==> config.mk <==
export PLATFORM = sky130hd
export DESIGN_NAME = demux1to4by32_buf
export DESIGN_NICKNAME = d
export VERILOG_FILES = /design/src/rtl/demux1to4by32_buf.sv
export SDC_FILE = /design/constraint.sdc
export NUM_CORES = 1
export LEC_CHECK = 0
export CAP_MARGIN = 10
export CORE_AREA = 5 5 155 157
export CTS_BUF_LIST = sky130_fd_sc_hd__clkbuf_16
export CTS_CLUSTER_SIZE = 12
export DETAILED_ROUTE_END_ITERATION = 6
export DIE_AREA = 0 0 160 162
export PLACE_DENSITY = 0.79
export SKIP_LAST_GASP = 1
export SYNTH_ARGS = -nofsm -noshare
export SYNTH_HDL_FRONTEND = slang
export SYNTH_SLANG_ARGS = --single-unit
==> constraint.sdc <==
create_clock -name clk -period 11.7 [get_ports clk]
set_input_delay 3.51 -clock clk [delete_from_list [all_inputs] [get_ports clk]]
set_output_delay 3.51 -clock clk [all_outputs]
set_load 0.05 [all_outputs]
==> src/rtl/demux1to4by32_buf.sv <==
// demux1to4by32_buf: routes one upstream valid/ready stream to four
// independent 2-entry FIFOs selected by in_addr. Each channel presents its
// oldest word from storage registers (no same-cycle pass-through), so a word
// becomes visible on the output one clock after it is pushed.
module demux1to4by32_buf #(
    parameter int WIDTH = 32,
    parameter int DEPTH = 2
) (
    input  logic             clk,
    input  logic             reset,
    input  logic             in_valid,
    output logic             in_ready,
    input  logic [1:0]       in_addr,
    input  logic [WIDTH-1:0] in_data,
    output logic [3:0]       out_valid,
    input  logic [3:0]       out_ready,
    output logic [WIDTH-1:0] out_data0,
    output logic [WIDTH-1:0] out_data1,
    output logic [WIDTH-1:0] out_data2,
    output logic [WIDTH-1:0] out_data3,
    output logic [7:0]       out_count
);

    // Occupancy level that marks a channel as full; pointers are single bits,
    // so only a depth of two is meaningful.
    localparam logic [1:0] FULL_LVL = 2'(DEPTH);

    // Per-channel storage, read/write pointers and occupancy.
    logic [3:0][1:0][WIDTH-1:0] mem_q, mem_d;
    logic [3:0]                 rd_q, rd_d;
    logic [3:0]                 wr_q, wr_d;
    logic [3:0][1:0]            cnt_q, cnt_d;

    logic [3:0] full_s;
    logic [3:0] push_s;
    logic [3:0] pop_s;

    // Status flags derived only from registered occupancy.
    always_comb begin
        full_s    = 4'b0000;
        out_valid = 4'b0000;
        for (int k = 0; k < 4; k++) begin
            full_s[k]    = (cnt_q[k] == FULL_LVL);
            out_valid[k] = (cnt_q[k] != 2'd0);
        end
    end

    // Ready reflects only the addressed channel, independent of in_valid and
    // any pop that may happen this cycle.
    assign in_ready = ~full_s[in_addr];

    // Push/pop decode and next-state for every channel.
    always_comb begin
        push_s = 4'b0000;
        pop_s  = 4'b0000;
        mem_d  = mem_q;
        rd_d   = rd_q;
        wr_d   = wr_q;
        cnt_d  = cnt_q;
        for (int k = 0; k < 4; k++) begin
            push_s[k] = in_valid && in_ready && (in_addr == 2'(k));
            pop_s[k]  = out_valid[k] && out_ready[k];

            case ({push_s[k], pop_s[k]})
                2'b10:   cnt_d[k] = cnt_q[k] + 2'd1;
                2'b01:   cnt_d[k] = cnt_q[k] - 2'd1;
                default: cnt_d[k] = cnt_q[k];
            endcase

            // Storage is written only on an accepted push, so idle garbage on
            // in_data never reaches an entry.
            if (push_s[k]) begin
                mem_d[k][wr_q[k]] = in_data;
                wr_d[k]           = ~wr_q[k];
            end else begin
                wr_d[k] = wr_q[k];
            end

            if (pop_s[k]) begin
                rd_d[k] = ~rd_q[k];
            end else begin
                rd_d[k] = rd_q[k];
            end
        end
    end

    // State registers; reset empties every channel and zeroes the storage so
    // the head outputs read 0 immediately.
    always_ff @(posedge clk or posedge reset) begin
        if (reset) begin
            mem_q <= '0;
            rd_q  <= 4'b0000;
            wr_q  <= 4'b0000;
            cnt_q <= '0;
        end else begin
            mem_q <= mem_d;
            rd_q  <= rd_d;
            wr_q  <= wr_d;
            cnt_q <= cnt_d;
        end
    end

    // Head words come straight out of the storage registers.
    assign out_data0 = mem_q[0][rd_q[0]];
    assign out_data1 = mem_q[1][rd_q[1]];
    assign out_data2 = mem_q[2][rd_q[2]];
    assign out_data3 = mem_q[3][rd_q[3]];
    assign out_count = cnt_q;

endmodule

==> flow_metrics.tcl <==
set metrics [dict create \
    critPathKind "primary input to primary output" \
    max_cap_viol_count 0 \
    period_share_pct 77.46 \
    htree_levels 1 \
    synth_edf_count 0 \
    cts_setup_buffers 0 \
    cts_root_buf "clkbuf_16" \
    firstDrtPassIters 4 \
    insertion_delay_ns 0.53 \
    track_usage_pct 20.96 \
    route.detailed.drc 0 \
    path_clk_slew_ns 0.05 \
    fin_tns_setup_ns 0 \
    overflow 0 \
    cts_made_buffers 29 \
    portBuffers 181 \
    core_area_um2 22370 \
    critPathRequiredTime_ns 8.19 \
    synth_ff_type "dfrtp_1" \
    rsz0062_at_grt "no" \
    grt_pass1_vias 7495 \
    start_util_pct 53.36 \
    place_congestion 0.7054 \
    drt_iter0_drc 287 \
    worst_slew_margin_rel_pct 26.26 \
    synthesis.nets 805 \
    drv_slew 0 \
    die-area_um2 25920 \
    ys_ff_latch 272 \
    max_freq_ghz 0.1103 \
    fin_nets 983 \
    outcome "finished clean" \
    pin_count 182 \
    n_antenna_cell 0 \
    synth_largest_area_cell "dfrtp_1" \
    die_h_um 162 \
    end_kind "primary output" \
    rows 55 \
    die_width_um 160 \
    startpoint_type "primary input" \
    clock_path_buffers 3 \
    synth_async_sr_flop_share_pct 100.0 \
    ys_warn_count 0 \
    hpwl_mm 16.75 \
    avgSynthCellArea_um2 15.70 \
    ys_top_cells_by_area "dfrtp_1, mux2_2, mux2_4, buf_2, xnor2_1" \
    antenna_found_initial 0 \
    worstPathMaxFanout 11 \
    cts_resized 0 \
    drive_above_1_share_pct 46.13 \
    cts_tree "done" \
    seq_area_frac_synth_pct 57.04 \
    postRouteWirelength_mm 27.07 \
    vias_per_cell 5.507 \
    synth_area_um2 11930 \
    drt.antenna.violating_nets 0 \
    synth_cell_types 25 \
    nFillCells 1585 \
    finalSetupViolations 0 \
    min_path_type "flip-flop to flip-flop" \
    worstPathArrival_ns 5.55 \
    grt_max_degree 131 \
    skew_ns 0.01055 \
    vias 6834 \
    numClockSinks 272 \
    areaGrowthSynthToFinish_pct 24.11 \
    yosysTopAreaCellShare_pct 57.04 \
    synthCells 760 \
    worstMarginPinSlew_ns 1.106 \
    final.min_clock_period_ns 9.062 \
    grt_first_pass_wirelength_mm 43.64 \
    cts_hold_buffers 0 \
    wl_per_cell_um 21.81 \
    finalHoldViolations 0 \
]
==> per-layer routing <==
metal	up-vias	GRT usage (%)	routed length (um)
met5	-	0	0
met4	0	3.833	425
met3	28	4.060	1161
met2	154	34.74	12950
met1	3568	29.44	12540
li1	3084	-	-
==> cell usage after synthesis, types with 2 or more instances <==
library cell  count
nand2b_1          4
nor2b_1           3
nand4b_1          2
buf_2            24
mux2_2          352
and2_1            4
nor4b_2           2
nand3_1           2
ha_1              4
buf_6             3
xnor2_1          12
dfrtp_1         272
mux2_1            2
mux2_4           30
clkbuf_1         17
or2_2             4
nand4_1           3
nor2_1            6
xor2_1            8
==> registers in the layout, indices dropped and copies added, names as in the netlist <==
register,count
rd_q,4
wr_q,4
out_count,8
mem_q,256
==> kinds of logic after synthesis <==
kind of cell	Yosys count	synth area share, %
xor gates and xnor gates	20	1.468
and+or+nand+nor	34	1.856
muxes	385	37.37
adders and majority gates	4	0.4194
DFF	272	57.04
buffers and inverters	45	1.856
==> cell type report <==
type | count | area (um^2) | share of cell area, %
Clock buffer | 29 | 725.7 | 4.899
Clock inverter | 20 | 86.33 | 0.5829
Inverter | 1 | 11.26 | 0.07603
Multi-Input combinational cell | 443 | 4933 | 33.31
Sequential cell | 272 | 6812 | 45.99
Tap cell | 285 | 356.6 | 2.408
Timing Repair Buffer | 191 | 1887 | 12.74
==> path summary, 6_finish.rpt <==
kind                                   start          to  depth (start not counted)  slack (ns)
worst max-delay path              in_addr[0]    in_ready                          3        2.64
worst min-delay path                 wr_q[1]     wr_q[1]                          1        0.49
worst max register to register  out_count[5]  mem_q[155]                          4        9.25
worst min register to register       wr_q[1]     wr_q[1]                          1        0.49
max in group asynchronous              reset     rd_q[2]                          3        6.55
min in group asynchronous              reset     wr_q[3]                          2        3.52
==> stage by stage <==
| stage | util, % | setup WS, ns | hold WS (ns) | instances | area [um^2] |
|---|---|---|---|---|---|
| after floorplan | - | 0.6946 | 0.4517 | 760 | 11930 |
| final | 66.23 | 2.638 | 0.4863 | 1241 | 14810 |
| after global routing | 66.23 | 2.567 | 0.5057 | 1241 | 14810 |
| after detailed placement | 62.60 | 2.619 | 0.4772 | 1192 | 14000 |
| after CTS | 66.23 | 2.620 | 0.4900 | 1241 | 14810 |
| after global placement | 62.60 | 2.674 | 0.4626 | 1192 | 14000 |
==> worst max-delay path, cell delays in order <==
cell             delay [ns]
clkdlybuf4s50_1        0.75
mux4_2                 0.57
clkdlybuf4s50_1        0.72
==> placed cells by master, fill, tap and decap left out, drive strengths merged, types with 2 or more instances in the layout <==
cell           instances
xor2                   8
dfrtp                272
nor2                   6
xnor2                 12
nand3                  2
clkdlybuf4s50        181
inv                   11
ha                     4
nor4b                  2
clkinv                 9
nand2b                 4
nand4                  3
buf                   10
or2                    4
clkbuf                29
and2                   4
mux2                 384
nor2b                  3
nand4b                 2
Power is not shown: default switching activity piles up to over one toggle a cycle in this logic, so the estimate is an artifact.
